[config.mk]
export PLATFORM = sky130hd
export DESIGN_NAME = note_sequencer
export DESIGN_NICKNAME = d
export VERILOG_FILES = /design/src/rtl/note_sequencer.sv
export SDC_FILE = /design/constraint.sdc
export NUM_CORES = 1
export LEC_CHECK = 0
export ABC_AREA = 1
export CAP_MARGIN = 0
export CORE_AREA = 2 2 144 146
export CTS_CLUSTER_DIAMETER = 50
export DETAILED_ROUTE_END_ITERATION = 6
export DIE_AREA = 0 0 146 148
export GPL_TIMING_DRIVEN = 0
export HOLD_SLACK_MARGIN = 0.08
export PLACE_DENSITY = 0.83
export SETUP_SLACK_MARGIN = 0.2
export SYNTH_ARGS = -nofsm -noshare
export SYNTH_HDL_FRONTEND = slang
export SYNTH_SLANG_ARGS = --single-unit
[constraint.sdc]
create_clock -name clk_i -period 3.2 [get_ports clk_i]
set_clock_uncertainty 0.1 [all_clocks]
set_input_delay 0.32 -clock clk_i [delete_from_list [all_inputs] [get_ports clk_i]]
set_output_delay 0.32 -clock clk_i [all_outputs]
set_load 0.01 [all_outputs]
[src/rtl/note_sequencer.sv]
// Programmable note step sequencer driving a tone generator.
// Optional NOTE_SEQ_LOOP_EN: replay the pattern until stopped.
module note_sequencer #(
    parameter int depth_p     = 8,
    parameter int tick_div_p  = 12_000,
    parameter int gap_ticks_p = 1
) (
    input  logic                       clk_i,
    input  logic                       reset_ni,
    input  logic                       wr_v_i,
    output logic                       wr_ready_o,
    input  logic [$clog2(depth_p)-1:0] wr_addr_i,
    input  logic [27:0]                wr_data_i,
    input  logic                       start_i,
    input  logic                       stop_i,
    output logic [15:0]                freq_o,
    output logic [3:0]                 sw_o,
    output logic                       gate_o,
    output logic                       busy_o,
    output logic [$clog2(depth_p)-1:0] step_o,
    output logic                       done_o
);

    localparam int aw_lp = $clog2(depth_p);
    localparam int tw_lp = (tick_div_p > 1) ? $clog2(tick_div_p) : 1;

`ifdef NOTE_SEQ_LOOP_EN
    localparam bit loop_en_lp = 1'b1;
`else
    localparam bit loop_en_lp = 1'b0;
`endif

    typedef enum logic [1:0] {
        IDLE  = 2'd0,
        FETCH = 2'd1,
        NOTE  = 2'd2,
        GAP   = 2'd3
    } state_t;

    state_t state_q, state_d, end_st;

    logic [27:0]      mem_q [depth_p];
    logic [aw_lp-1:0] step_q, step_d;
    logic [tw_lp-1:0] tick_q, tick_d;
    logic [7:0]       dur_q, dur_d;
    logic [15:0]      freq_q, freq_d;
    logic [3:0]       sw_q, sw_d;
    logic             gate_q, gate_d;
    logic             busy_q, busy_d;
    logic             done_q, done_d;
    logic             rdy_q, rdy_d;
    logic             end_evt;

    logic [27:0]      entry;
    logic [7:0]       e_dur;
    logic [3:0]       e_wave;
    logic [15:0]      e_freq;
    logic             tick_last;
    logic             span_done;
    logic             last_step;

    assign entry     = mem_q[step_q];
    assign e_dur     = entry[27:20];
    assign e_wave    = entry[19:16];
    assign e_freq    = entry[15:0];
    assign tick_last = (tick_q == tw_lp'(tick_div_p - 1));
    assign span_done = tick_last && (dur_q == 8'd1);
    assign last_step = (step_q == aw_lp'(depth_p - 1));
    assign end_st    = loop_en_lp ? FETCH : IDLE;

    assign wr_ready_o = rdy_q;
    assign freq_o     = freq_q;
    assign sw_o       = sw_q;
    assign gate_o     = gate_q;
    assign busy_o     = busy_q;
    assign step_o     = step_q;
    assign done_o     = done_q;

    // Pattern RAM: written only while idle, never reset
    always_ff @(posedge clk_i) begin
        if (wr_v_i && rdy_q) begin
            mem_q[wr_addr_i] <= wr_data_i;
        end
    end

    // State, counters and registered outputs
    always_ff @(posedge clk_i or negedge reset_ni) begin
        if (!reset_ni) begin
            state_q <= IDLE;
            step_q  <= '0;
            tick_q  <= '0;
            dur_q   <= '0;
            freq_q  <= '0;
            sw_q    <= '0;
            gate_q  <= 1'b0;
            busy_q  <= 1'b0;
            done_q  <= 1'b0;
            rdy_q   <= 1'b1;
        end else begin
            state_q <= state_d;
            step_q  <= step_d;
            tick_q  <= tick_d;
            dur_q   <= dur_d;
            freq_q  <= freq_d;
            sw_q    <= sw_d;
            gate_q  <= gate_d;
            busy_q  <= busy_d;
            done_q  <= done_d;
            rdy_q   <= rdy_d;
        end
    end

    // Next-state selection and end-of-pattern detection
    always_comb begin
        state_d = state_q;
        end_evt = 1'b0;
        unique case (state_q)
            IDLE: begin
                if (start_i && !stop_i) begin
                    state_d = FETCH;
                end
            end
            FETCH: begin
                if (e_dur == 8'd0) begin
                    state_d = end_st;
                    end_evt = 1'b1;
                end else begin
                    state_d = NOTE;
                end
            end
            NOTE: begin
                if (span_done) begin
                    if (gap_ticks_p != 0) begin
                        state_d = GAP;
                    end else if (last_step) begin
                        state_d = end_st;
                        end_evt = 1'b1;
                    end else begin
                        state_d = FETCH;
                    end
                end
            end
            GAP: begin
                if (span_done) begin
                    if (last_step) begin
                        state_d = end_st;
                        end_evt = 1'b1;
                    end else begin
                        state_d = FETCH;
                    end
                end
            end
            default: state_d = IDLE;
        endcase
        if (stop_i && (state_q != IDLE)) begin
            state_d = IDLE;
            end_evt = 1'b0;
        end
    end

    // Next values of counters, step index and tone outputs
    always_comb begin
        step_d = step_q;
        tick_d = tick_q;
        dur_d  = dur_q;
        freq_d = freq_q;
        sw_d   = sw_q;
        gate_d = gate_q;
        done_d = end_evt;
        busy_d = (state_d != IDLE);
        rdy_d  = (state_d == IDLE);
        unique case (state_q)
            IDLE: begin
                step_d = '0;
            end
            FETCH: begin
                gate_d = 1'b0;
                if (state_d == NOTE) begin
                    freq_d = e_freq;
                    sw_d   = e_wave;
                    gate_d = (e_freq != 16'd0);
                    dur_d  = e_dur;
                    tick_d = '0;
                end
            end
            NOTE, GAP: begin
                tick_d = tick_last ? '0 : tick_q + 1'b1;
                if (tick_last) begin
                    dur_d = dur_q - 8'd1;
                end
                if (span_done) begin
                    gate_d = 1'b0;
                    if (state_d == GAP) begin
                        dur_d = 8'(gap_ticks_p);
                    end
                    if (state_d == FETCH) begin
                        step_d = step_q + 1'b1;
                    end
                end
            end
            default: ;
        endcase
        if (end_evt) begin
            step_d = '0;
        end
        if (state_d == IDLE) begin
            step_d = '0;
            tick_d = '0;
            dur_d  = '0;
            freq_d = '0;
            sw_d   = '0;
            gate_d = 1'b0;
        end
    end

endmodule
==> qor_table.md <==
| Parameter | Reported |
|:---|:---|
| Vias/cell | 5.80 |
| Critical path endpoint category | flop |
| Switch Pwr | 0.00196 W |
| Share of power burned in registers | 0.496 |
| Met1 GRT Util | 0.351 |
| Period utilisation layout | 0.865 |
| Clock Latency Late Sink | 0.56 ns |
| Gate count of the mapped netlist | 1,084 |
| Global placement routability congestion | 0.861 |
| Area of all placed cells without fillers | 14,000 µm² |
| Number of antenna cells inserted | 0 |
| Dominant combinational cell family by area after synthesis | simple AND/OR/NAND/NOR gates |
| Required time at the worst-slack endpoint | 3.59 ns |
| Sequential cell area fraction in the yosys report | 0.679 |
| Slew at the pin closest to its max-slew limit | 0.778 ns |
| Power, Total | 0.00816 W |
| Finished Core Util | 0.697 |
| Total Routed Length | 29.3 mm |
| TritonCTS clock tree | yes |
| Via Count | 8,571 |
| Area of the placeable core | 20,000 µm² |
| Number of buffers created by CTS | 29 |
| Max_slew headroom | 0.481 |
| Class of the most critical hold timing path | primary input to async pin |
| Critical register-to-register path endpoint | gate_o$_DFFE_PN0P_ |
| Internal reg-to-reg setup slack | 0.43 ns |
| Global router's overall resource usage | 0.274 |
| Setup Crit Path Kind | flop to flop |
| Mux share of post-synthesis cell area | 0.000850 |
| Met2 capacity usage during global routing | 0.454 |
| Via count of the first global-routing pass | 8,606 |
| Maximum number of pins on one net before global-route repair | 27 |
| Worst reg-to-reg path cell count | 13 |
| Average instance area after synthesis | 10.9 µm² |
| Number of hold violations in the final report | 0 |
| Antenna violations before repair | 0 |
| Residual antenna-violating net count after detailed routing | 0 |
| Post-Syn Nets | 1,125 |
| Share of synthesized cell area in and, or, nand and nor gates | 0.171 |
| Effective utilization at floorplan | 0.588 |
| Synthesized-area fraction occupied by ao, oa, aoi and oai cells | 0.0790 |
| Worst path arrival time | 3.15 ns |
| Seq cells post-synth | 275 |
| Site Rows | 52 |
| Floorplan die height | 148 µm |
| Clock sink count | 275 |
| Post-Place Cell Area | 13,000 µm² |
| Outcome | finished clean |
| Number of placed I/O pins | 63 |
| Share of power burned in the clock network | 0.408 |
| Minimum hold slack | 0.226 ns |
| Count of yosys warnings during synthesis | 0 |
| Most frequent cells in the layout | sky130_fd_sc_hd__nand2_1 (262), sky130_fd_sc_hd__edfxtp_1 (224), sky130_fd_sc_hd__nor2_1 (130), sky130_fd_sc_hd__o21ai_0 (80), sky130_fd_sc_hd__inv_1 (75) |
| Initial DRC Count | 915 |
| Fraction of registers with async set or reset after synthesis | 0.185 |
| Internal Pwr Total | 0.00620 W |
| Static leakage | 5.42 nW |
| Total of max-cap violations | 0 |
| RSZ-0062 raised after global routing | no |
| Xor and xnor fraction of the mapped netlist area | 0.0112 |
| Gr ovfl total | 0 |
| Number of nets at the end of the flow | 1,228 |
| Distinct cell type count of the synthesized netlist | 42 |
| Die ar. | 21,600 µm² |
| Global-route track usage on met3 | 0.0515 |
| Worst-case clock buffer depth | 3 |
| Max rail drop VDD | 0.469 mV |
| Highest fanout seen on the critical path | 10 |
| Clock Root Buffer | sky130_fd_sc_hd__clkbuf_16 |
| First-pass GRT wire length | 45.4 mm |
| Proportion of total power due to net switching | 0.241 |
| DPL Wire Length | 18.5 mm |
| H-tree depth | 1 |
| Startpoint of the lowest-slack register-to-register path | step_o[1]$_DFFE_PN0P_ |
| Share of post-route cells with drive strength above 1 | 0.103 |
| Area of the mapped netlist | 11,800 µm² |
| Clock-pin slew on the worst setup and hold paths | 0.06 ns |
| Combinational fraction of design power | 0.096 |
| Cell Pwr Density | 585 nW/µm² |
| Synthesis-to-layout area growth | 18.5% |
| Maximum clock frequency | 361 MHz |
| Setup-violating endpoint count in the final report | 0 |
| Ys flop type | sky130_fd_sc_hd__edfxtp_1 |
| Post-synth EDFFs | 224 |
| Gr busiest metal | met2 |
| Number of detailed-route iterations in the first pass | 5 |
| Most common cell after layout, fill and taps aside | sky130_fd_sc_hd__nand2_1 |
| Max-slew violations | 0 |
| Detailed-route wire length per cell | 19.8 µm |
| Type of element launching the critical path | flop |
| Die Span X | 146 µm |
| Post-Synth Adder-Cell Area | 0.00531 |
| Number of remaining DRC errors | 0 |
| Min Clock Period, post-route | 2.77 ns |
| Port Buffers | 62 |
-- per-layer routing --
| layer | vias to the layer above | share of wire |
|---|---|---|
| li1 | 3902 | - |
| met1 | 4039 | 0.37 |
| met2 | 525 | 0.48 |
| met3 | 105 | 0.10 |
| met4 | 0 | 0.043 |
| met5 | - | 0 |
-- final cells by class --
cell class                 instances  area, µm²
clock inverter                    17        168
multi-input combinational        672       3210
sequential                       275       8000
buffer                            54        313
clock buffer                      36        792
fill                            1362       6080
tap                              270        338
inverter                          83        314
timing repair buffer              72        821
-- what timing repair did --
action,4_1_cts,5_1_grt
setup endpoints to repair,0,0
hold endpoints to repair,24,0
gates resized for setup,0,0
setup buffers,0,0
hold buffers,1,0
-- flip-flops by register name, summed over array words and instances (netlist names) --
register	cells
sw_o	4
state_q	2
busy_o	1
done_o	1
mem_q	224
gate_o	1
step_o	3
wr_ready_o	1
dur_q	8
freq_o	16
tick_q	14
-- critical path, stage by stage, from the launching register on --
cell                       delay, ns
sky130_fd_sc_hd__dfrtp_1        0.50
sky130_fd_sc_hd__inv_1          0.12
sky130_fd_sc_hd__buf_2          0.25
sky130_fd_sc_hd__clkbuf_1       0.61
sky130_fd_sc_hd__o21ai_0        0.24
sky130_fd_sc_hd__o22ai_1        0.23
sky130_fd_sc_hd__nand2_1        0.09
sky130_fd_sc_hd__nand2_1        0.21
sky130_fd_sc_hd__nor2_1         0.07
sky130_fd_sc_hd__nand2_1        0.08
sky130_fd_sc_hd__nor2_1         0.04
sky130_fd_sc_hd__nand2_1        0.06
sky130_fd_sc_hd__nand2_1        0.05
sky130_fd_sc_hd__nand2_1        0.05
-- worst max path at each step --
stage                                     start                     to  slack, ns  cells past startpoint
after global placement             wr_addr_i[0]  mem_q[4][0]$_DFFE_PP_      -0.76                      3
after detailed placement  step_o[2]$_DFFE_PN0P_     gate_o$_DFFE_PN0P_       0.55                     11
after CTS                 step_o[1]$_DFFE_PN0P_     gate_o$_DFFE_PN0P_       0.51                     12
after global routing      step_o[1]$_DFFE_PN0P_     gate_o$_DFFE_PN0P_       0.23                     12
after floorplan            wr_ready_o$_DFF_PN1_  mem_q[0][0]$_DFFE_PP_       0.80                      2
final                     step_o[1]$_DFFE_PN0P_     gate_o$_DFFE_PN0P_       0.43                     13
-- per-stage QoR --
step | setup slack, ns | cells | setup TNS [ns]
floorplan | 0.797 | 1084 | 0
global placement | -0.759 | 1416 | -158.44
detailed placement | 0.552 | 1425 | 0
CTS | 0.511 | 1479 | 0
global route | 0.232 | 1479 | 0
finish | 0.432 | 1479 | 0
-- power groups by stage --
stage / clock network [W] / registers [W] / logic [W]
after floorplan: 0 / 0.00412 / 0.000428
after global placement: 0 / 0.00412 / 0.000720
after detailed placement: 0 / 0.00412 / 0.000767
after CTS: 0.00334 / 0.00405 / 0.000776
after global routing: 0.00348 / 0.00406 / 0.000860
final: 0.00333 / 0.00405 / 0.000785
-- logic make-up (layout without fill, tap and decap cells) --
group           count (synthesis)  after routing
compound gates                164            164
fa+ha+maj                       5              5
buf+inv                       137            262
simple gates                  487            487
xor+xnor                       15             15
mux                             1              1
flops                         275            275
-- cells in the mapped netlist (2+ instances only) --
| cell type | number | area (µm²) |
|---|---|---|
| sky130_fd_sc_hd__nor2_2 | 3 | 18.8 |
| sky130_fd_sc_hd__o22ai_1 | 18 | 113 |
| sky130_fd_sc_hd__a21oi_1 | 30 | 150 |
| sky130_fd_sc_hd__edfxtp_1 | 224 | 6730 |
| sky130_fd_sc_hd__nor3_1 | 4 | 20.0 |
| sky130_fd_sc_hd__clkbuf_1 | 21 | 78.8 |
| sky130_fd_sc_hd__a31oi_1 | 9 | 56.3 |
| sky130_fd_sc_hd__xor2_1 | 12 | 105 |
| sky130_fd_sc_hd__o21ai_0 | 80 | 400 |
| sky130_fd_sc_hd__xnor2_1 | 3 | 26.3 |
| sky130_fd_sc_hd__buf_1 | 3 | 11.3 |
| sky130_fd_sc_hd__o31ai_1 | 2 | 15.0 |
| sky130_fd_sc_hd__buf_6 | 5 | 56.3 |
| sky130_fd_sc_hd__nand3_1 | 61 | 305 |
| sky130_fd_sc_hd__a221oi_1 | 4 | 35.0 |
| sky130_fd_sc_hd__nand2_1 | 262 | 983 |
| sky130_fd_sc_hd__dfrtp_1 | 50 | 1250 |
| sky130_fd_sc_hd__o21ai_1 | 5 | 25.0 |
| sky130_fd_sc_hd__ha_1 | 5 | 62.6 |
| sky130_fd_sc_hd__o221ai_1 | 2 | 17.5 |
| sky130_fd_sc_hd__nand3b_1 | 2 | 15.0 |
| sky130_fd_sc_hd__nand2_4 | 3 | 33.8 |
| sky130_fd_sc_hd__nor2_1 | 138 | 518 |
| sky130_fd_sc_hd__a211oi_1 | 2 | 15.0 |
| sky130_fd_sc_hd__nand2_2 | 3 | 18.8 |
| sky130_fd_sc_hd__buf_2 | 16 | 80.1 |
| sky130_fd_sc_hd__inv_1 | 75 | 282 |
| sky130_fd_sc_hd__o21ai_2 | 11 | 96.3 |
| sky130_fd_sc_hd__nand4_1 | 6 | 37.5 |
| sky130_fd_sc_hd__inv_2 | 6 | 22.5 |
| sky130_fd_sc_hd__nand3_2 | 2 | 20.0 |
| sky130_fd_sc_hd__buf_4 | 7 | 52.6 |
Power figures use the tool's default switching activity.
